===== config.mk =====
export PLATFORM = sky130hd
export DESIGN_NAME = acia_tx_fifo_flat
export DESIGN_NICKNAME = d
export VERILOG_FILES = /design/src/rtl/acia_tx_fifo_if.sv /design/src/rtl/acia_tx_fifo.sv /design/src/flat_wrapper.sv
export SDC_FILE = /design/constraint.sdc
export NUM_CORES = 1
export LEC_CHECK = 0
export BUFFER_PORTS_ARGS = -buffer_cell sky130_fd_sc_hd__buf_4
export CORE_MARGIN = 3
export CORE_UTILIZATION = 45
export CTS_CLUSTER_DIAMETER = 120
export DETAILED_ROUTE_END_ITERATION = 12
export GPL_TIMING_DRIVEN = 0
export PLACE_DENSITY_LB_ADDON = 0.25
export SLEW_MARGIN = 30
export SYNTH_ARGS = -nofsm -noshare
export SYNTH_HDL_FRONTEND = slang
export SYNTH_SLANG_ARGS = --single-unit

===== constraint.sdc =====
create_clock -name i_clk -period 8.1 [get_ports i_clk]
set_input_delay 1.62 -clock i_clk [delete_from_list [all_inputs] [get_ports i_clk]]
set_output_delay 1.62 -clock i_clk [all_outputs]
set_load 0.03 [all_outputs]

===== src/rtl/acia_tx_fifo_if.sv =====
// CPU-side write port of the ACIA transmitter: byte write strobe plus FIFO status.
// master = bus register decode, slave = transmitter.
interface acia_tx_fifo_if #(
   parameter int unsigned FIFO_AW = 4
);
   logic [7:0]       tx_dat;
   logic             tx_wr;
   logic             tx_full;
   logic             tx_empty;
   logic [FIFO_AW:0] tx_level;
   logic             tx_ovf;

   modport master (
      output tx_dat, tx_wr,
      input  tx_full, tx_empty, tx_level, tx_ovf
   );

   modport slave (
      input  tx_dat, tx_wr,
      output tx_full, tx_empty, tx_level, tx_ovf
   );
endinterface


===== src/rtl/acia_tx_fifo.sv =====
// ACIA serial transmitter with TX FIFO, runtime baud divisor and frame format
// (5-8 data bits, none/even/odd parity, 1 or 2 stop bits) and a TX-complete pulse.
// Optional macro ACIA_TX_BREAK_EN adds i_tx_break: holds the idle line low (break).
module acia_tx_fifo #(
   parameter int unsigned SCW     = 16,
   parameter int unsigned FIFO_AW = 4
) (
   input  logic             i_clk,
   input  logic             i_rst,
   input  logic [SCW-1:0]   i_baud_div,
   input  logic [1:0]       i_cfg_dbits,
   input  logic [1:0]       i_cfg_par,
   input  logic             i_cfg_stop2,
`ifdef ACIA_TX_BREAK_EN
   input  logic             i_tx_break,
`endif
   acia_tx_fifo_if.slave    io_bus,
   output logic             o_tx_busy,
   output logic             o_tx_done,
   output logic             o_tx_serial
);
   localparam int unsigned DEPTH = 2 ** FIFO_AW;

   typedef enum logic [2:0] {StIdle, StStart, StData, StParity, StStop} state_e;

   // FIFO storage and status
   logic [7:0]         r_mem [DEPTH];
   logic [FIFO_AW-1:0] r_wptr, r_rptr;
   logic [FIFO_AW:0]   r_level;
   logic               r_full, r_empty, r_ovf;

   // Frame engine
   state_e             r_state;
   logic [SCW-1:0]     r_cnt, r_div;
   logic [7:0]         r_shift;
   logic [2:0]         r_bitidx, r_lastidx;
   logic               r_par_en, r_par_bit, r_stop2, r_stop_left;
   logic               r_hold, r_serial, r_done, r_busy;

   logic               w_push, w_pop, w_break, w_bit_end, w_frame_end, w_par_bit;
   logic [FIFO_AW:0]   w_level_d;
   logic [7:0]         w_head, w_mask;

`ifdef ACIA_TX_BREAK_EN
   assign w_break = i_tx_break;
`else
   assign w_break = 1'b0;
`endif

   assign w_push      = io_bus.tx_wr & ~r_full;
   assign w_bit_end   = (r_cnt == '0);
   assign w_frame_end = (r_state == StStop) & w_bit_end & ~r_stop_left;
   // A new frame starts from idle, or straight out of the last stop bit with no gap.
   assign w_pop       = ~r_empty & ~w_break & ~r_hold & ((r_state == StIdle) | w_frame_end);
   assign w_level_d   = r_level + {{FIFO_AW{1'b0}}, w_push} - {{FIFO_AW{1'b0}}, w_pop};

   assign w_head    = r_mem[r_rptr];
   assign w_mask    = 8'hFF >> (3'd3 - {1'b0, i_cfg_dbits});
   // Even parity = XOR of the bits actually sent; odd (cfg 2) inverts it.
   assign w_par_bit = (^(w_head & w_mask)) ^ (i_cfg_par == 2'd2);

   // FIFO storage write; contents are not reset, the pointers define validity
   always_ff @(posedge i_clk) begin
      if (w_push) r_mem[r_wptr] <= io_bus.tx_dat;
   end

   // FIFO pointers, occupancy and status flags
   always_ff @(posedge i_clk) begin
      if (i_rst) begin
         r_wptr  <= '0;
         r_rptr  <= '0;
         r_level <= '0;
         r_full  <= 1'b0;
         r_empty <= 1'b1;
         r_ovf   <= 1'b0;
      end else begin
         if (w_push) r_wptr <= r_wptr + FIFO_AW'(1);
         if (w_pop)  r_rptr <= r_rptr + FIFO_AW'(1);
         r_level <= w_level_d;
         r_full  <= w_level_d[FIFO_AW];
         r_empty <= (w_level_d == '0);
         r_ovf   <= io_bus.tx_wr & r_full;
      end
   end

   // Frame FSM with registered line, done and busy outputs
   always_ff @(posedge i_clk) begin
      if (i_rst) begin
         r_state     <= StIdle;
         r_cnt       <= '0;
         r_div       <= '0;
         r_shift     <= '0;
         r_bitidx    <= '0;
         r_lastidx   <= '0;
         r_par_en    <= 1'b0;
         r_par_bit   <= 1'b0;
         r_stop2     <= 1'b0;
         r_stop_left <= 1'b0;
         r_hold      <= 1'b0;
         r_serial    <= 1'b1;
         r_done      <= 1'b0;
         r_busy      <= 1'b0;
      end else begin
         r_done <= 1'b0;
         r_busy <= 1'b1;
         if (w_pop) begin
            // Frame settings are latched here so mid-frame config writes wait a frame.
            r_state   <= StStart;
            r_serial  <= 1'b0;
            r_cnt     <= i_baud_div;
            r_div     <= i_baud_div;
            r_shift   <= w_head;
            r_bitidx  <= '0;
            r_lastidx <= 3'd4 + {1'b0, i_cfg_dbits};
            r_par_en  <= ^i_cfg_par;
            r_par_bit <= w_par_bit;
            r_stop2   <= i_cfg_stop2;
            if (w_frame_end) r_done <= 1'b1;
         end else begin
            unique case (r_state)
               StIdle: begin
                  r_busy <= (w_level_d != '0);
                  if (w_break) begin
                     // Preload one bit period so the line stays high that long after release.
                     r_serial <= 1'b0;
                     r_hold   <= 1'b1;
                     r_cnt    <= i_baud_div;
                  end else begin
                     r_serial <= 1'b1;
                     if (r_hold) begin
                        if (w_bit_end) r_hold <= 1'b0;
                        else           r_cnt  <= r_cnt - SCW'(1);
                     end
                  end
               end
               StStart: begin
                  if (w_bit_end) begin
                     r_state  <= StData;
                     r_serial <= r_shift[0];
                     r_shift  <= r_shift >> 1;
                     r_cnt    <= r_div;
                  end else begin
                     r_cnt <= r_cnt - SCW'(1);
                  end
               end
               StData: begin
                  if (w_bit_end) begin
                     r_cnt <= r_div;
                     if (r_bitidx == r_lastidx) begin
                        if (r_par_en) begin
                           r_state  <= StParity;
                           r_serial <= r_par_bit;
                        end else begin
                           r_state     <= StStop;
                           r_serial    <= 1'b1;
                           r_stop_left <= r_stop2;
                        end
                     end else begin
                        r_serial <= r_shift[0];
                        r_shift  <= r_shift >> 1;
                        r_bitidx <= r_bitidx + 3'd1;
                     end
                  end else begin
                     r_cnt <= r_cnt - SCW'(1);
                  end
               end
               StParity: begin
                  if (w_bit_end) begin
                     r_state     <= StStop;
                     r_serial    <= 1'b1;
                     r_stop_left <= r_stop2;
                     r_cnt       <= r_div;
                  end else begin
                     r_cnt <= r_cnt - SCW'(1);
                  end
               end
               StStop: begin
                  if (w_bit_end) begin
                     if (r_stop_left) begin
                        r_stop_left <= 1'b0;
                        r_cnt       <= r_div;
                     end else begin
                        r_state  <= StIdle;
                        r_serial <= 1'b1;
                        r_done   <= 1'b1;
                        r_busy   <= (w_level_d != '0);
                     end
                  end else begin
                     r_cnt <= r_cnt - SCW'(1);
                  end
               end
               default: begin
                  r_state  <= StIdle;
                  r_serial <= 1'b1;
               end
            endcase
         end
      end
   end

   assign io_bus.tx_full  = r_full;
   assign io_bus.tx_empty = r_empty;
   assign io_bus.tx_level = r_level;
   assign io_bus.tx_ovf   = r_ovf;
   assign o_tx_busy       = r_busy;
   assign o_tx_done       = r_done;
   assign o_tx_serial     = r_serial;
endmodule

===== src/flat_wrapper.sv =====
// flat-port wrapper written by rule: the top's interface ports become plain ports
module acia_tx_fifo_flat 
#(
   parameter int unsigned SCW     = 16,
   parameter int unsigned FIFO_AW = 4
)
  (i_clk, i_rst, i_baud_div, i_cfg_dbits, i_cfg_par, i_cfg_stop2, o_tx_busy, o_tx_done, o_tx_serial, io_bus_tx_dat, io_bus_tx_wr, io_bus_tx_full, io_bus_tx_empty, io_bus_tx_level, io_bus_tx_ovf);
  acia_tx_fifo_if #(.FIFO_AW(FIFO_AW)) io_bus_i ();
  input  logic i_clk;
  input  logic i_rst;
  input  logic [SCW-1:0] i_baud_div;
  input  logic [1:0] i_cfg_dbits;
  input  logic [1:0] i_cfg_par;
  input  logic i_cfg_stop2;
  output logic o_tx_busy;
  output logic o_tx_done;
  output logic o_tx_serial;
  input wire logic [$bits(io_bus_i.tx_dat)-1:0] io_bus_tx_dat;
  input wire logic [$bits(io_bus_i.tx_wr)-1:0] io_bus_tx_wr;
  output wire logic [$bits(io_bus_i.tx_full)-1:0] io_bus_tx_full;
  output wire logic [$bits(io_bus_i.tx_empty)-1:0] io_bus_tx_empty;
  output wire logic [$bits(io_bus_i.tx_level)-1:0] io_bus_tx_level;
  output wire logic [$bits(io_bus_i.tx_ovf)-1:0] io_bus_tx_ovf;
  assign io_bus_i.tx_dat = io_bus_tx_dat;
  assign io_bus_i.tx_wr = io_bus_tx_wr;
  assign io_bus_tx_full = io_bus_i.tx_full;
  assign io_bus_tx_empty = io_bus_i.tx_empty;
  assign io_bus_tx_level = io_bus_i.tx_level;
  assign io_bus_tx_ovf = io_bus_i.tx_ovf;
  acia_tx_fifo #(.SCW(SCW), .FIFO_AW(FIFO_AW)) u_core (.i_clk(i_clk), .i_rst(i_rst), .i_baud_div(i_baud_div), .i_cfg_dbits(i_cfg_dbits), .i_cfg_par(i_cfg_par), .i_cfg_stop2(i_cfg_stop2), .io_bus(io_bus_i), .o_tx_busy(o_tx_busy), .o_tx_done(o_tx_done), .o_tx_serial(o_tx_serial));
endmodule

==> summary.txt, run 1 <==
Placed design
  • # port buffers: 41
  • Post-DP Area: approximately 9300 um2
  • Hpwl dp: 13.2 mm
  • Place WS: approximately 3100 ps
  • Placer Congestion: 0.832
  • Inst Count DP: between 900 and 1000

Logic synthesis
  • Combinational family with the most area after synthesis: simple AND/OR/NAND/NOR gates
  • Warnings from Yosys: 0
  • Synth Area in XOR/XNOR: 3.71%
  • Asr flop ratio synth: 0%
  • Synthesized instance count: roughly 670
  • Mean post-synth cell area: around 13 um2
  • Multiplexer area fraction after synthesis: under 10%
  • Compound-cell area share of the yosys netlist: 8.09%
  • Adder-Cell Fraction of Synth Area: under 10%
  • Number of synthesized flops with an enable pin: 128
  • Synth area leader: edfxtp_1
  • Yosys cell types: between 50 and 60
  • Most used DFF post-synth: edfxtp_1
  • Post-Syn Area: between 8000 and 9000 um2
  • Synthesized flop and latch total: 204
  • Synthesized Nets: approximately 720
  • Share of the synthesized area in the top cell type: around 45%
  • Simple-Gate Fraction of Synth Area: approximately 11%
  • Largest cells by area after synthesis: edfxtp_1 (45%), dfxtp_1 (18%), mux4_2 (8.6%)
  • Register area share after synthesis: between 60 and 70%

Worst setup path
  • Most Frequent Cell on Critical Path: inv_1
  • CP required: 8450 ps
  • Crit path cell chain: or4_1 > buf_2 > or4_4 > o31ai_4 > nand3_2 > inv_2 > buf_2 > ha_1 > inv_1 > ha_1 > inv_1 > fa_1 > inv_1 > a21o_1 > a21oi_1 > xnor2_1 > nand2_1 > nor4bb_1 > a31oi_1
  • Max incr delay on CP: 540 ps
  • Arrival @ worst endpoint: 5330 ps
  • CP max stage cell: or4_1
  • Critical-path maximum fanout: 10
  • Setup Crit Path Kind: flop to flop
  • Critical Path Start Type: flop
  • Setup crit end kind: flop

Clock network
  • H-tree depth: 1
  • Number of CTS-inserted buffers: 21
  • CTS tree: yes
  • Clock Sinks: approximately 200
  • # resized after CTS: 0
  • Setup bufs post-CTS: 0
  • CTS clk-pin slew, worst paths: about 60 ps
  • Clock Root Buffer: clkbuf_16
  • Worst skew pair latency: about 500 ps
  • CTS Buffer Depth: 3
  • Hold buffers post-CTS: 0

STA
  • Fin. Hold Viols: 0
  • Worst Slack Setup Final: 3110 ps
  • Worst relative slew slack: 35.7%
  • Slew @ Worst Pin: 961 ps
  • Minimum clock period: 4990 ps
  • Peak Freq: 201 MHz
  • Worst Skew: around 15 ps
  • Final Setup Violations: 0
  • Worst hold slack: 449 ps
  • Final period utilization: about three fifths
  • TNS Setup: 0 ps
  • RSZ-0062 raised after global routing: false
  • Max-slew violation count: 0

Route
  • WL final: between 15 and 20 mm
  • Pre-antenna DRT Iters: 5
  • Antenna-violating nets left: 0
  • Vias: about 5500
  • Uppermost layer routed: met4
  • DR iter-0 viols: 407
  • DR vias/cell: 5.61
  • DRC: 0
  • Post-Route M1 WL: about 8.3 mm
  • Length of routed met3 wiring: between 1 and 1.5 mm
  • WL met2: 9.44 mm
  • WL per Instance: roughly 19 um

Cells and area
  • Final Cell Area: approximately 10000 um2
  • Finished Layout Cells: ~1000
  • Synth-to-Final Area Change: 14.4%
  • Inserted Diodes: 0
  • Commonest non-fill, non-tap cell in the layout: edfxtp_1
  • Most frequent cells in the layout: edfxtp_1 (128), nand2_1 (82), dfxtp_1 (76)
  • Layout Nets: 785
  • Util after Layout: approximately 53%
  • Share of cells above drive strength 1: between 15 and 20%

Global route
  • Largest net degree at the start of global routing: 17
  • Vias in the first global route: ~5500
  • Global-route usage over all layers: 18.7%
  • Global-route wire length before repair: roughly 30 mm
  • GRT overflow: 0
  • Initial antenna violation count: 0

Run status
  • Status: complete, no violations

Power and ir drop
  • Overall power consumption: ~3.3 mW
  • Peak supply drop: about 0.24 mV
  • PD cells: between 300 and 400 nW/um2
  • P_leak: around 3.5 nW

Run
  • Max-cap violation count: 0

Die
  • Core ar.: roughly 19000 um2
  • Die area: approximately 21000 um2
  • Die Y: roughly 140 um
  • Ports: 43
  • Initial Utilization: around 46%
  • DIE WIDTH: ~140 um
  • # rows: 50

Min path
  • Worst Hold Class: flop to flop
## cell usage after synthesis (3+ instances only)
cell type,count
edfxtp_1,128
nand2_1,82
dfxtp_1,76
nor2_1,69
a21oi_1,36
mux4_2,33
clkbuf_1,26
inv_1,18
nand3_1,17
xnor2_1,17
xor2_1,17
nor3_1,15
a311oi_1,14
ha_1,14
o211ai_1,13
a22oi_1,10
a211oi_1,8
buf_2,8
nor2b_1,8
mux2i_1,6
o21ai_0,6
nand2b_1,5
nor4_1,4
a21o_1,3
buf_4,3
buf_6,3
nand4_1,3
or4_1,3
## worst paths after layout
path,start,end,slack (ps),cells after the start
max reg2reg,u_core.r_cnt[2]$_SDFFE_PP0P_,u_core.o_tx_busy$_SDFF_PP0_,3110,19
min,u_core.r_stop2$_SDFFE_PP0P_,u_core.r_stop2$_SDFFE_PP0P_,450,2
max,u_core.r_cnt[2]$_SDFFE_PP0P_,u_core.o_tx_busy$_SDFF_PP0_,3110,19
min reg2reg,u_core.r_stop2$_SDFFE_PP0P_,u_core.r_stop2$_SDFFE_PP0P_,450,2
## power breakdown
group / switching [mW] / total, mW / internal, mW
registers: 0.0809 / 1.30 / 1.22
logic: 0.597 / 1.08 / 0.478
clock network: 0.378 / 0.879 / 0.501
## worst max-delay path, delay by kind of cell, from the launching register on
family | cells | cell delay [ps]
AO/OA/AOI/OAI | 4 | 640
buffers and inverters | 6 | 900
adder cells (fa/ha/maj) | 3 | 840
AND/OR/NAND/NOR | 5 | 1890
XOR/XNOR | 1 | 220
flip-flops | 1 | 350
## layer usage
metal  vias to the layer above  GRT usage, %
li1                       2618             -
met1                      2716          25.5
met2                       170          31.4
met3                        36          3.04
met4                         0          4.71
met5                         -             0
## kinds of logic (layout without fill, tap and decap cells)
logic type / after synthesis / after routing
xor+xnor: 35 / 35
buf+inv: 60 / 139
mux: 39 / 39
flops: 204 / 204
fa+ha+maj: 15 / 15
simple gates: 219 / 219
compound gates: 102 / 102
## sequential cells by signal, indices dropped and copies added, names as in the netlist, named ones only
signal and cells:
u_core.r_lastidx 3, u_core.io_bus.tx_full 1, u_core.r_state 3, u_core.o_tx_done 1, u_core.r_wptr 4, u_core.r_rptr 4, u_core.r_div 16, u_core.o_tx_serial 1
u_core.io_bus.tx_level 4, u_core.io_bus.tx_empty 1, u_core.r_cnt 16, u_core.r_par_en 1, u_core.io_bus.tx_ovf 1, u_core.r_mem 128, u_core.r_stop_left 1, u_core.r_bitidx 3
u_core.r_shift 8, u_core.r_par_bit 1, u_core.r_stop2 1, u_core.o_tx_busy 1, u_core.r_hold 1
## layout make-up
cell class / count / area (um2)
Sequential cell: 204 / 5370
Fill cell: 1597 / 8890
Buffer: 41 / 198
Clock inverter: 5 / 28.8
Clock buffer: 33 / 591
Multi-Input combinational cell: 410 / 3020
Timing Repair Buffer: 41 / 308
Inverter: 19 / 71.3
Tap cell: 234 / 293
Power figures use the tool's default switching activity.
==> inputs of run 2 (changes only) <==
ABC_AREA = 1   (was default)
clock period = 4.3 ns   (was 8.1 ns; I/O delays follow)
==> run 2 against run 1 <==
  * Register-to-register slack worse by 2700 ps
  * Global-route usage is 2.5 points higher
  * Cell area increased by 8.5%
  * Combinational power up 110%
  * Critical path type unchanged
  * Highest routed layer unchanged
==> summary.txt, run 2 <==
Worst setup path
  • CP max stage cell: fa_1
  • Worst r2r dst: u_core.o_tx_busy$_SDFF_PP0_
  • Setup crit end kind: flop
  • Critical-path maximum fanout: 19
  • Max incr delay on CP: ~400 ps
  • Arrival @ worst endpoint: 4280 ps
  • Register-to-Register Path Depth: 20
  • CP Buf/Inv Count: 6
  • R2R Setup Slk: ~420 ps
  • Critical path depth: 20
  • Critical Path Start Type: flop
  • Crit path cell chain: inv_1 > ha_1 > nand3_1 > nor2_2 > nand3_4 > o31ai_4 > nand2_4 > inv_2 > buf_4 > ha_1 > inv_1 > ha_1 > inv_1 > fa_1 > o21ai_1 > xor2_1 > nor3_2 > nand3_1 > nand2_1 > inv_1
  • Setup Crit Path Kind: flop to flop
  • R2R Path Start: u_core.r_cnt[0]$_SDFFE_PP0P_
  • Most Frequent Cell on Critical Path: inv_1
  • Crit path max-delay family: simple AND/OR/NAND/NOR gates
  • CP required: 4700 ps

Clock network
  • Clock Root Buffer: clkbuf_16
  • Worst skew pair latency: 510 ps
  • Number of CTS-inserted buffers: 23
  • Hold buffers post-CTS: 0
  • H-tree depth: 1
  • CTS Buffer Depth: 3
  • CTS clk-pin slew, worst paths: about 60 ps
  • Clock Sinks: approximately 200
  • CTS tree: yes

Logic synthesis
  • Synthesized flop and latch total: 204
  • List of most frequent post-synthesis cells: nand2_1 (246), edfxtp_1 (128), inv_1 (127)
  • Yosys cell types: 39
  • Most used DFF post-synth: edfxtp_1
  • Simple-Gate Fraction of Synth Area: about 22%
  • Mean post-synth cell area: approximately 8.9 um2
  • Most frequent cell after synthesis: nand2_1
  • Multiplexer area fraction after synthesis: 0%
  • Register area share after synthesis: between 50% and 60%
  • Compound-cell area share of the yosys netlist: under 10%
  • Synth area leader: edfxtp_1
  • Adder-Cell Fraction of Synth Area: under 10%
  • Share of the synthesized area in the top cell type: approximately 41%
  • Synthesized Nets: between 1000 and 1500
  • Asr flop ratio synth: 0%
  • Largest cells by area after synthesis: edfxtp_1 (41%), dfxtp_1 (16%), nand2_1 (9.9%)
  • Combinational family with the most area after synthesis: simple AND/OR/NAND/NOR gates
  • Synthesized instance count: between 1000 and 1500
  • Warnings from Yosys: 0
  • Post-Syn Area: a little over 9000 um2
  • Synth Area in XOR/XNOR: 1.60%
  • Number of synthesized flops with an enable pin: between 100 and 150

Cells and area
  • Largest reg by FF count: u_core.r_mem
  • Flip-flop count of the largest register after layout: around 130
  • Fillers: approximately 1800
  • Commonest non-fill, non-tap cell in the layout: nand2_1
  • Share of cells above drive strength 1: between 10% and 20%
  • Inserted Diodes: 0
  • Util after Layout: a little over half
  • Regs by FF count: u_core.r_mem x128, u_core.r_cnt x16, u_core.r_div x16
  • Most frequent cells in the layout: nand2_1 (246), edfxtp_1 (128), inv_1 (127)
  • Synth-to-Final Area Change: 15.2%
  • Layout Nets: ~1200

STA
  • Slew @ Worst Pin: approximately 990 ps
  • Fin. Hold Viols: 0
  • Worst Slack Setup Final: approximately 420 ps
  • Final period utilization: about 90%
  • Minimum clock period: slightly below 4000 ps
  • RSZ-0062 raised after global routing: false
  • Peak Freq: roughly 260 MHz
  • Final Setup Violations: 0
  • Worst relative slew slack: 33.9%
  • TNS Setup: 0 ps
  • Worst hold slack: around 460 ps
  • Max-slew violation count: 0
  • Worst Skew: around 10 ps

Route
  • DRC: 0
  • WL per Instance: 16.8 um
  • DR vias/cell: 5.25
  • Pre-antenna DRT Iters: 5
  • WL final: roughly 23 mm
  • Vias: about 7300
  • DR iter-0 viols: around 530
  • Antenna-violating nets left: 0

Run
  • Max-cap violation count: 0

Die
  • Die area: 22400 um2
  • DIE WIDTH: about 150 um
  • Core ar.: about 20000 um2
  • # rows: 51
  • Ports: 43
  • Initial Utilization: between 40% and 50%
  • Die Y: 150 um

Global route
  • Vias in the first global route: roughly 7000
  • Largest net degree at the start of global routing: 17
  • Initial antenna violation count: 0
  • Global-route wire length before repair: between 30 and 40 mm
  • GRT overflow: 0
  • Global-route usage over all layers: between 20% and 30%

Power and ir drop
  • Peak supply drop: approximately 0.35 mV
  • Overall power consumption: around 6.6 mW
  • PD cells: 616 nW/um2
  • P_leak: between 4 and 5 nW

Run status
  • Status: complete, no violations

Min path
  • Hold endpoint: u_core.r_shift[7]$_SDFFE_PP0P_
  • Worst Hold Class: flop to flop
  • Min-Delay Path Depth: 2
  • Hold_sp: u_core.r_shift[7]$_SDFFE_PP0P_

Placed design
  • # port buffers: 42
  • Place WS: between 40 and 50 ps
  • Hpwl dp: 16.1 mm
  • Placer Congestion: 0.915
## run 2: cell families after synthesis
family,count (synthesis)
AND/OR/NAND/NOR,480
AO/OA/AOI/OAI,158
buffers and inverters,174
flip-flops,204
XOR/XNOR,17
adder cells (fa/ha/maj),15
## run 2: worst max path at each step
stage / startpoint / end / slack [ps]
floorplan: u_core.r_cnt[0]$_SDFFE_PP0P_ / u_core.io_bus.tx_empty$_SDFF_PP1_ / 1010
global placement: u_core.r_cnt[0]$_SDFFE_PP0P_ / u_core.o_tx_busy$_SDFF_PP0_ / 70
detailed placement: u_core.r_cnt[0]$_SDFFE_PP0P_ / u_core.o_tx_busy$_SDFF_PP0_ / 40
CTS: u_core.r_cnt[0]$_SDFFE_PP0P_ / u_core.o_tx_busy$_SDFF_PP0_ / 20
global route: u_core.r_cnt[0]$_SDFFE_PP0P_ / u_core.o_tx_busy$_SDFF_PP0_ / 70
finish: u_core.r_cnt[0]$_SDFFE_PP0P_ / u_core.o_tx_busy$_SDFF_PP0_ / 420
## run 2: stage by stage
step                      std cells  area [um2]
after global routing           1397       10700
final                          1397       10700
after detailed placement       1355        9960
after CTS                      1397       10700
after floorplan                1048        9300
after global placement         1355        9950
## run 2: area by class of cell
type,count,area [um2],share of cell area [%]
timing repair buffer,43,323,3.01
tap,265,332,3.09
clock inverter,12,110,1.03
sequential,204,5370,50.1
clock buffer,30,622,5.80
multi-input combinational,670,3250,30.3
buffer,43,225,2.10
inverter,130,488,4.55
## run 2: layer usage
layer | vias up | GRT usage, % | wire length, um
met4 | 0 | 6.31 | 575
li1 | 3597 | - | -
met5 | - | 0 | 0
met1 | 3475 | 29.9 | 10900
met3 | 42 | 3.15 | 1310
met2 | 214 | 34.2 | 10700
## run 2: repair_timing
item	4_1_cts	5_1_grt
gates resized for setup	0	4
hold endpoints to repair	0	0
buffers inserted	0	1
endpoints found under the setup margin	0	2
## run 2: report_power, final
group | switching [mW] | internal, mW
clock network | 0.766 | 1.14
registers | 0.155 | 2.30
logic | 1.48 | 0.768
total | 2.40 | 4.20
## run 2: tightest hold or removal path: cells and delay by family (launching register included)
family	cells	cell delay (ps)
AO/OA/AOI/OAI	1	50
flip-flops	1	310
AND/OR/NAND/NOR	1	60
==> inputs of run 3 (changes only) <==
BUFFER_PORTS_ARGS = -buffer_cell sky130_fd_sc_hd__buf_2   (was -buffer_cell sky130_fd_sc_hd__buf_4)
==> run 3 against run 2 <==
  * Sequential share of layout area up 0.42 points
  * Sequential power about the same
  * Setup slack better by 52 ps
  * Combinational power about the same
  * Critical path depth unchanged
  * Global-route usage down 0.19 points
  * Clock power up 3%
  * Clock skew up 2.6 ps
  * Routed wire length about the same
  * Critical path type unchanged
  * Largest power group unchanged
==> summary.txt, run 3 (synthesis results as in run 2) <==
Cells and area
  • Largest reg by FF count: u_core.r_mem
  • Regs by FF count: u_core.r_mem x128, u_core.r_cnt x16, u_core.r_div x16
  • Util after Layout: 53.4%
  • Final Cell Area: ~11000 um2
  • Fillers: approximately 1900
  • Finished Layout Cells: 1396
  • Share of cells above drive strength 1: between 10% and 20%
  • Most frequent cells in the layout: nand2_1 (246), edfxtp_1 (128), inv_1 (127)
  • Commonest non-fill, non-tap cell in the layout: nand2_1
  • Layout Nets: between 1000 and 1500
  • Inserted Diodes: 0
  • Synth-to-Final Area Change: 14.2%
  • Flip-flop count of the largest register after layout: 128

Route
  • DR iter-0 viols: 557
  • DRC: 0
  • Antenna-violating nets left: 0
  • Vias: around 7300
  • DR vias/cell: 5.22
  • Pre-antenna DRT Iters: 7
  • WL per Instance: ~17 um
  • WL final: around 23 mm

Worst setup path
  • CP Buf/Inv Count: 6
  • Arrival @ worst endpoint: 4220 ps
  • CP max stage cell: fa_1
  • Setup Crit Path Kind: flop to flop
  • Critical-path maximum fanout: 19
  • Critical Path Start Type: flop
  • Crit path cell chain: inv_1 > ha_1 > nand3_1 > nor2_2 > nand3_4 > o31ai_4 > nand2_4 > inv_2 > buf_4 > ha_1 > inv_1 > ha_1 > inv_1 > fa_1 > o21ai_1 > xor2_1 > nor3_2 > nand3_1 > nand2_1 > inv_1
  • Setup crit end kind: flop
  • CP required: roughly 4700 ps
  • Crit path max-delay family: simple AND/OR/NAND/NOR gates
  • Most Frequent Cell on Critical Path: inv_1
  • Max incr delay on CP: a little over 400 ps

STA
  • Worst Skew: 12.6 ps
  • Worst hold slack: around 460 ps
  • Fin. Hold Viols: 0
  • RSZ-0062 raised after global routing: false
  • Final Setup Violations: 0
  • Max-slew violation count: 0
  • Slew @ Worst Pin: 1000 ps
  • Peak Freq: 261 MHz
  • Worst Slack Setup Final: 474 ps
  • Final period utilization: 89.0%
  • Minimum clock period: around 3800 ps
  • TNS Setup: 0 ps
  • Worst relative slew slack: between 30% and 40%

Die
  • # rows: just over 50
  • Core ar.: ~20000 um2
  • DIE WIDTH: 150 um
  • Die area: 22400 um2
  • Initial Utilization: 46.7%
  • Die Y: roughly 150 um
  • Ports: between 40 and 50

Placed design
  • Inst Count DP: roughly 1400
  • Post-DP Area: between 9000 and 10000 um2
  • Placer Congestion: between 0.9 and 1
  • Place WS: around 70 ps
  • Hpwl dp: between 15 and 20 mm
  • # port buffers: 42

Clock network
  • Number of CTS-inserted buffers: 23
  • Hold buffers post-CTS: 0
  • Clock Root Buffer: clkbuf_16
  • CTS tree: yes
  • Worst skew pair latency: roughly 500 ps
  • Clock Sinks: about 200
  • CTS clk-pin slew, worst paths: roughly 60 ps
  • H-tree depth: 1
  • CTS Buffer Depth: 3

Global route
  • Gr busiest metal: met2
  • Met3 track utilization from global routing: 4.03%
  • Largest net degree at the start of global routing: 17
  • Global-route usage over all layers: a little over a fifth
  • Global-route wire length before repair: 36.7 mm
  • Met2 GRT Util: approximately 34%
  • Grt met1 use: 28.9%
  • Vias in the first global route: between 6000 and 7000
  • Initial antenna violation count: 0
  • GRT overflow: 0

Power and ir drop
  • Peak supply drop: roughly 0.42 mV
  • Overall power consumption: ~6.6 mW
  • PD cells: just over 600 nW/um2
  • P_leak: about 4.5 nW

Min path
  • Worst Hold Class: flop to flop

Run
  • Max-cap violation count: 0

Run status
  • Status: complete, no violations
## run 3: changes by cell type in the layout (fill, tap and decap cells not counted), sizes merged
cell / change
clkinvlp: -1
clkbuf: +2
clkinv: -1
inv: -1
## run 3: what timing repair did
| item | in CTS | in global routing |
|---|---|---|
| resized for setup | 0 | 4 |
| setup buffers | 0 | 1 |
| endpoints found under the setup margin | 0 | 2 |
## run 3: path summary, 6_finish.rpt
path | startpoint | slack, ps | depth (start not counted) | to
hold reg to reg | u_core.r_stop2$_SDFFE_PP0P_ | 460 | 2 | u_core.r_stop_left$_SDFFE_PP0P_
setup / recovery | u_core.r_cnt[0]$_SDFFE_PP0P_ | 470 | 20 | u_core.o_tx_busy$_SDFF_PP0_
setup reg to reg | u_core.r_cnt[0]$_SDFFE_PP0P_ | 470 | 20 | u_core.o_tx_busy$_SDFF_PP0_
hold / removal | u_core.r_stop2$_SDFFE_PP0P_ | 460 | 2 | u_core.r_stop_left$_SDFFE_PP0P_
## run 3: power breakdown
part / internal [mW] / leakage, nW / switching, mW
Clock: 1.18 / 0.368 / 0.766
Sequential: 2.30 / 1.78 / 0.150
Combinational: 0.742 / 2.31 / 1.48
## run 3: final cells by class
cell class	count	area, um2	share of cell area (%)
Inverter	130	488	4.59
Clock buffer	32	659	6.21
Clock inverter	9	88.8	0.836
Timing Repair Buffer	43	218	2.05
Tap cell	265	332	3.12
Sequential cell	204	5370	50.5
Multi-Input combinational cell	670	3250	30.6
Buffer	43	225	2.12
## run 3: routing by layer
layer | routed length [um] | share of wire (%)
met5 | 0 | 0
met4 | 675 | 2.9
met3 | 1740 | 7.4
met2 | 10800 | 46
met1 | 10200 | 44
## run 3: tightest hold or removal path: cells and delay by family, from the launching register on
kind / cells / cell delay (ps)
AO/OA/AOI/OAI: 1 / 60
AND/OR/NAND/NOR: 1 / 60
flip-flops: 1 / 310
